--- src/rtl/serv_rf_ram_bridge_if.sv ---
// RAM-side port bundle of the serial RF bridge: one write port, one read port.
// The bridge uses the master modport, the RAM macro the slave modport.
interface serv_rf_ram_bridge_if #(
   parameter int W        = 1,
   parameter int CSR_REGS = 4
);
   localparam int RGW = (CSR_REGS == 4) ? 6 : 5;
   localparam int CW  = $clog2(16 / W);
   localparam int RAW = RGW + CW;

   logic [RAW-1:0] o_waddr;
   logic [2*W-1:0] o_wdata;
   logic           o_wen;
   logic [RAW-1:0] o_raddr;
   logic           o_ren;
   logic [2*W-1:0] i_rdata;

   modport master (
      output o_waddr,
      output o_wdata,
      output o_wen,
      output o_raddr,
      output o_ren,
      input  i_rdata
   );

   modport slave (
      input  o_waddr,
      input  o_wdata,
      input  o_wen,
      input  o_raddr,
      input  o_ren,
      output i_rdata
   );
endinterface

--- src/rtl/serv_rf_ram_bridge.sv ---
// Serial RF ports of the core mapped onto one 2W-bit simple dual-port RAM.
// Optional macro SERV_RF_X0_ZERO_EN: x0 reads as zero and is never written.
module serv_rf_ram_bridge #(
   parameter int  W        = 1,
   parameter int  CSR_REGS = 4,
   localparam int RGW      = (CSR_REGS == 4) ? 6 : 5,
   localparam int CW       = $clog2(16 / W),
   localparam int NCH      = 32 / W
) (
   input  logic                 clk,
   input  logic                 i_rst,
   input  logic                 i_rreq,
   output logic                 o_ready,
   input  logic [RGW-1:0]       i_rreg0,
   input  logic [RGW-1:0]       i_rreg1,
   output logic [W-1:0]         o_rdata0,
   output logic [W-1:0]         o_rdata1,
   input  logic [RGW-1:0]       i_wreg0,
   input  logic [RGW-1:0]       i_wreg1,
   input  logic                 i_wen0,
   input  logic                 i_wen1,
   input  logic [W-1:0]         i_wdata0,
   input  logic [W-1:0]         i_wdata1,
   serv_rf_ram_bridge_if.master ram
);

   typedef enum logic [1:0] {
      IDLE,
      READ,
      DRAIN
   } state_e;

   localparam logic [4:0] RC_LAST = 5'(NCH - 1);

   state_e         state_q, state_d;
   logic [4:0]     rc_q, rc_d;
   logic           dc_q, dc_d;
   logic           ready_q, ready_d;
   logic           ren_q, ren_d;
   logic           rsel_q, rsel_d;
   logic           odd_q, odd_d;
   logic [2*W-1:0] rbuf0_q, rbuf0_d;
   logic [W-1:0]   rbuf1_q, rbuf1_d;
   logic           even;

   logic [CW:0]    wc_q, wc_d;
   logic [W-1:0]   lo0_q, lo0_d;
   logic [W-1:0]   lo1_q, lo1_d;
   logic           wen0_q, wen0_d;
   logic           wen1_q, wen1_d;
   logic           pwen_q, pwen_d;
   logic [RGW-1:0] preg_q, preg_d;
   logic [CW-1:0]  pword_q, pword_d;
   logic [2*W-1:0] pdata_q, pdata_d;
   logic           wact;
   logic           wodd;
   logic [RGW-1:0] wreg;

   // Read sequencer: the rc=0 access is issued from IDLE in the request cycle.
   always_comb begin
      state_d   = state_q;
      rc_d      = rc_q;
      dc_d      = dc_q;
      ready_d   = 1'b0;
      ram.o_ren = 1'b0;
      ram.o_raddr = {i_rreg0, {CW{1'b0}}};
      case (state_q)
         IDLE: begin
            ram.o_ren = i_rreq;
            if (i_rreq) begin
               state_d = READ;
               rc_d    = 5'd1;
               ready_d = 1'b1;
            end
         end
         READ: begin
            ram.o_ren   = 1'b1;
            ram.o_raddr = {rc_q[0] ? i_rreg1 : i_rreg0, rc_q[CW:1]};
            rc_d        = rc_q + 5'd1;
            if (rc_q == RC_LAST) begin
               state_d = DRAIN;
               rc_d    = '0;
               dc_d    = 1'b0;
            end
         end
         DRAIN: begin
            dc_d = 1'b1;
            if (dc_q) begin
               state_d = IDLE;
               dc_d    = 1'b0;
            end
         end
         default: state_d = IDLE;
      endcase
   end

   // even: port-1 word on i_rdata now, so chunk 2j goes out this cycle.
   always_comb begin
      even    = ren_q & rsel_q;
      ren_d   = ram.o_ren;
      rsel_d  = (state_q == READ) & rc_q[0];
      odd_d   = even;
      rbuf0_d = (ren_q & ~rsel_q) ? ram.i_rdata : rbuf0_q;
      rbuf1_d = even ? ram.i_rdata[2*W-1:W] : rbuf1_q;
   end

   always_comb begin
      o_rdata0 = '0;
      o_rdata1 = '0;
      if (even) begin
         o_rdata0 = rbuf0_q[W-1:0];
         o_rdata1 = ram.i_rdata[W-1:0];
      end else if (odd_q) begin
         o_rdata0 = rbuf0_q[2*W-1:W];
         o_rdata1 = rbuf1_q;
      end
`ifdef SERV_RF_X0_ZERO_EN
      if (i_rreg0 == '0) o_rdata0 = '0;
      if (i_rreg1 == '0) o_rdata1 = '0;
`endif
   end

   assign o_ready = ready_q;

   // Port 0 writes on odd chunks; port 1 follows one cycle later.
   always_comb begin
      wact    = i_wen0 | i_wen1;
      wodd    = wact & wc_q[0];
      wc_d    = wact ? wc_q + 1'b1 : wc_q;
      lo0_d   = lo0_q;
      lo1_d   = lo1_q;
      wen0_d  = wen0_q;
      wen1_d  = wen1_q;
      preg_d  = preg_q;
      pword_d = pword_q;
      pdata_d = pdata_q;
      pwen_d  = wodd & wen1_q;
      if (wact & ~wc_q[0]) begin
         lo0_d  = i_wdata0;
         lo1_d  = i_wdata1;
         wen0_d = i_wen0;
         wen1_d = i_wen1;
      end
      if (wodd) begin
         preg_d  = i_wreg1;
         pword_d = wc_q[CW:1];
         pdata_d = {i_wdata1, lo1_q};
      end
   end

   always_comb begin
      if (wodd) begin
         ram.o_wen   = wen0_q;
         ram.o_waddr = {i_wreg0, wc_q[CW:1]};
         ram.o_wdata = {i_wdata0, lo0_q};
         wreg        = i_wreg0;
      end else begin
         ram.o_wen   = pwen_q;
         ram.o_waddr = {preg_q, pword_q};
         ram.o_wdata = pdata_q;
         wreg        = preg_q;
      end
`ifdef SERV_RF_X0_ZERO_EN
      if (wreg == '0) ram.o_wen = 1'b0;
`endif
   end

   always_ff @(posedge clk) begin
      if (i_rst) begin
         state_q <= IDLE;
         rc_q    <= '0;
         dc_q    <= 1'b0;
         ready_q <= 1'b0;
         ren_q   <= 1'b0;
         rsel_q  <= 1'b0;
         odd_q   <= 1'b0;
         rbuf0_q <= '0;
         rbuf1_q <= '0;
         wc_q    <= '0;
         lo0_q   <= '0;
         lo1_q   <= '0;
         wen0_q  <= 1'b0;
         wen1_q  <= 1'b0;
         pwen_q  <= 1'b0;
         preg_q  <= '0;
         pword_q <= '0;
         pdata_q <= '0;
      end else begin
         state_q <= state_d;
         rc_q    <= rc_d;
         dc_q    <= dc_d;
         ready_q <= ready_d;
         ren_q   <= ren_d;
         rsel_q  <= rsel_d;
         odd_q   <= odd_d;
         rbuf0_q <= rbuf0_d;
         rbuf1_q <= rbuf1_d;
         wc_q    <= wc_d;
         lo0_q   <= lo0_d;
         lo1_q   <= lo1_d;
         wen0_q  <= wen0_d;
         wen1_q  <= wen1_d;
         pwen_q  <= pwen_d;
         preg_q  <= preg_d;
         pword_q <= pword_d;
         pdata_q <= pdata_d;
      end
   end

   logic unused_wreg;
   assign unused_wreg = ^wreg;

endmodule

--- src/flat_wrapper.sv ---
// flat-port wrapper written by rule: the top's interface ports become plain ports
module serv_rf_ram_bridge_flat 
#(
   parameter int  W        = 1,
   parameter int  CSR_REGS = 4,
   localparam int RGW      = (CSR_REGS == 4) ? 6 : 5,
   localparam int CW       = $clog2(16 / W),
   localparam int NCH      = 32 / W
)
  (clk, i_rst, i_rreq, o_ready, i_rreg0, i_rreg1, o_rdata0, o_rdata1, i_wreg0, i_wreg1, i_wen0, i_wen1, i_wdata0, i_wdata1, ram_o_waddr, ram_o_wdata, ram_o_wen, ram_o_raddr, ram_o_ren, ram_i_rdata);
  serv_rf_ram_bridge_if #(.W(W), .CSR_REGS(CSR_REGS)) ram_i ();
  input  logic clk;
  input  logic i_rst;
  input  logic i_rreq;
  output logic o_ready;
  input  logic [RGW-1:0] i_rreg0;
  input  logic [RGW-1:0] i_rreg1;
  output logic [W-1:0] o_rdata0;
  output logic [W-1:0] o_rdata1;
  input  logic [RGW-1:0] i_wreg0;
  input  logic [RGW-1:0] i_wreg1;
  input  logic i_wen0;
  input  logic i_wen1;
  input  logic [W-1:0] i_wdata0;
  input  logic [W-1:0] i_wdata1;
  output wire logic [$bits(ram_i.o_waddr)-1:0] ram_o_waddr;
  output wire logic [$bits(ram_i.o_wdata)-1:0] ram_o_wdata;
  output wire logic [$bits(ram_i.o_wen)-1:0] ram_o_wen;
  output wire logic [$bits(ram_i.o_raddr)-1:0] ram_o_raddr;
  output wire logic [$bits(ram_i.o_ren)-1:0] ram_o_ren;
  input wire logic [$bits(ram_i.i_rdata)-1:0] ram_i_rdata;
  assign ram_o_waddr = ram_i.o_waddr;
  assign ram_o_wdata = ram_i.o_wdata;
  assign ram_o_wen = ram_i.o_wen;
  assign ram_o_raddr = ram_i.o_raddr;
  assign ram_o_ren = ram_i.o_ren;
  assign ram_i.i_rdata = ram_i_rdata;
  serv_rf_ram_bridge #(.W(W), .CSR_REGS(CSR_REGS)) u_core (.clk(clk), .i_rst(i_rst), .i_rreq(i_rreq), .o_ready(o_ready), .i_rreg0(i_rreg0), .i_rreg1(i_rreg1), .o_rdata0(o_rdata0), .o_rdata1(o_rdata1), .i_wreg0(i_wreg0), .i_wreg1(i_wreg1), .i_wen0(i_wen0), .i_wen1(i_wen1), .i_wdata0(i_wdata0), .i_wdata1(i_wdata1), .ram(ram_i));
endmodule
--- config.mk ---
export PLATFORM = sky130hd
export DESIGN_NAME = serv_rf_ram_bridge_flat
export DESIGN_NICKNAME = d
export VERILOG_FILES = /design/src/rtl/serv_rf_ram_bridge_if.sv /design/src/rtl/serv_rf_ram_bridge.sv /design/src/flat_wrapper.sv
export SDC_FILE = /design/constraint.sdc
export NUM_CORES = 1
export LEC_CHECK = 0
export CORE_ASPECT_RATIO = 1.5
export CORE_UTILIZATION = 45
export CTS_CLUSTER_DIAMETER = 120
export DETAILED_ROUTE_END_ITERATION = 16
export GPL_TIMING_DRIVEN = 0
export PLACE_DENSITY = 0.88
export SLEW_MARGIN = 20
export SYNTH_ARGS = -nofsm -noshare
export SYNTH_HDL_FRONTEND = slang
export SYNTH_SLANG_ARGS = --single-unit
--- constraint.sdc ---
create_clock -name clk -period 3.45 [get_ports clk]
set_input_delay 0.8625 -clock clk [delete_from_list [all_inputs] [get_ports clk]]
set_output_delay 0.8625 -clock clk [all_outputs]
set_load 0.02 [all_outputs]
==> metrics.txt <==
Max IR drop VDD 0.341 mV; chip height 76.7 um; clock buffer depth 2; hold buffers post-CTS 0; CTS buffer count 5; cells on worst reg2reg path 6; Synth Warn # 0; number of global-route vias before repair 1489; Worst Hold Path Cells 2; area of the multi-input gates 860 um^2; row count 26; die area 3970 um^2; fraction of registers with async set/reset 0; max-slew violations 0; IO buf count 57; Sink Count 37; Post-Layout Inst Area 2380 um^2; Util after Layout 0.684; n_diodes 0; via-per-instance ratio 5.17; estimated wirelength of the detail-placed design 2820 um; synthesized net count 227; Flop pwr share 0.489; All-Layer GR Usage 0.214; #FFs+latches synth 37; fillers 285; combinational power share 0.192; area delta synth->final 42.4%; Psw 0.234 mW; Netlist cell types 37; final hold vios 0; Cell Pwr Density 391 nW/um^2; Post-synth EDFFs 0; worst path required time 2590 ps; Final Skew 1.80 ps; cell internal pwr 0.699 mW; MaxCap Viol Count 0; # DRC 0; nets@finish 291; Die Width 51.8 um; RSZ-0062 raised after global routing no; Final setup viols 0; CP startpoint kind input port; Fin Setup TNS 0 ps; crit-path max FO 10; layout cells sized above 1 0.114; Starting Density 0.481; Sequential cell area 741 um^2; Skew-Pair Late Insertion Delay 280 ps; initial antenna violation count 0; maximum clock frequency 310 MHz; Syn Inst Count 191; mapped cell area 1670 um^2; grt ovf 0; Rel. slew slack 0.661; status finished, final reports clean; clock slew at reported path FFs 60 ps; Final period util 0.936; placed cell area 2300 um^2; via count 1536; worst slew pin tran 509 ps; Pre-antenna DRT Iters 6; Synth area leader dfxtp_1; Min-Delay Path Class reg -> reg; TritonCTS clock tree built; Yosys top cell area share 0.443; CTS resizes 0; Clock power frac 0.319; core box area 3480 um^2; io pins 60; gpl congestion 0.775; maximum level of the CTS H-tree 2; Synth area leaders dfxtp_1, nand2_1, mux2_2, a21oi_1, nor2_1; Net Sw Frac 0.250; leakage power 0.974 nW; largest net degree at the start of global routing 11; Initial DRC Count 22; first-pass GRT wire length 6350 um; Antenna Nets Post-Route 0; routed wire length per instance 12.8 um; Synth Flop Type dfxtp_1; minimum clock period 3230 ps; Post-CTS Setup Repair Bufs 0; register area share after synthesis 0.443; WP data arrival 2370 ps; Root Buffer clkbuf_8; Avg Inst Size Synth 8.76 um^2; Worst Setup End Kind primary output; CP Class in -> out; Final Routed Wirelength 3810 um
==> metrics by stage <==
stage	hold WS, ps	setup WS, ps	power [mW]	cells
after floorplan	436	879	0.560	191
after CTS	459	215	0.945	297
after global placement	446	229	0.640	290
after global routing	488	160	0.980	297
final	461	220	0.932	297
after detailed placement	450	223	0.645	290
==> layer usage <==
metal	vias up	global-route usage	part of all wire
met5	-	0	0
li1	775	-	-
met4	0	0.119	0.023
met2	37	0.384	0.54
met3	7	0.0476	0.038
met1	717	0.217	0.40
==> path summary, 6_finish.rpt <==
path                       start             end  slack [ps]
hold / removal    u_core.rbuf1_q  u_core.rbuf1_q         460
hold reg to reg   u_core.rbuf1_q  u_core.rbuf1_q         460
setup reg to reg  u_core.rc_q[0]  u_core.rc_q[3]        1620
setup / recovery          i_wen1  ram_o_waddr[3]         220
==> cell usage in the layout, fill, tap and decap left out, types with 2 or more instances in the layout <==
| master | synthesis | final |
|---|---|---|
| a21oi_1 | 15 | 15 |
| a22oi_1 | 2 | 2 |
| a311oi_1 | 2 | 2 |
| and2_1 | 7 | 7 |
| and3_1 | 2 | 2 |
| buf_2 | 4 | 4 |
| buf_6 | 2 | 2 |
| clkbuf_1 | 3 | 4 |
| clkbuf_8 | 0 | 6 |
| clkdlybuf4s50_1 | 0 | 57 |
| dfxtp_1 | 37 | 37 |
| ha_1 | 3 | 3 |
| inv_1 | 3 | 3 |
| mux2_2 | 9 | 9 |
| mux2i_1 | 5 | 5 |
| nand2_1 | 44 | 44 |
| nand2b_1 | 4 | 4 |
| nand3_1 | 6 | 6 |
| nor2_1 | 15 | 15 |
| nor2b_1 | 2 | 2 |
| o2111ai_1 | 2 | 2 |
| o21ai_0 | 3 | 3 |
| o21bai_1 | 3 | 3 |
| xor2_1 | 3 | 3 |
==> power by group through the flow <==
stage	combinational, mW	sequential, mW	clock [mW]
after global routing	0.194	0.458	0.328
after global placement	0.176	0.464	0
after floorplan	0.0965	0.463	0
after CTS	0.181	0.456	0.308
final	0.179	0.456	0.297
after detailed placement	0.180	0.465	0
==> flip-flops by register name, summed over array words and instances, names as in the netlist, 2 cells and up <==
register / cells
u_core.preg_q: 6
u_core.rc_q: 5
u_core.wc_q: 5
u_core.pword_q: 4
u_core.pdata_q: 2
u_core.rbuf0_q: 2
u_core.state_q: 2
==> synth_stat cells, types with 3 or more instances <==
master     n
inv_1      3
ha_1       3
dfxtp_1   37
clkbuf_1   3
buf_2      4
mux2_2     9
o21bai_1   3
nor2_1    15
nand2_1   44
nand3_1    6
xor2_1     3
a21oi_1   15
o21ai_0    3
mux2i_1    5
and2_1     7
nand2b_1   4
==> area by class of cell <==
cell class              instances  share of cell area
plain buffers                  10              0.0257
clock buffers                   7              0.0362
inverters                       3             0.00473
multi-input cells             141               0.361
flip-flops and latches         37               0.311
well taps                      42              0.0221
repair buffers                 57               0.239
==> cell families after synthesis <==
kind of cell / after synthesis / synth area share
AOI/OAI and AO/OA: 33 / 0.132
xor gates and xnor gates: 3 / 0.0157
adders and majority gates: 3 / 0.0224
buffers and inverters: 13 / 0.0434
DFF: 37 / 0.443
muxes: 15 / 0.0995
and+or+nand+nor: 87 / 0.244
==> worst max-delay path: stages <==
cell             delay [ps]
buf_4                   150
o21ai_2                 420
mux2_2                  400
clkdlybuf4s50_1         540
(Power assumes the default switching activity.)
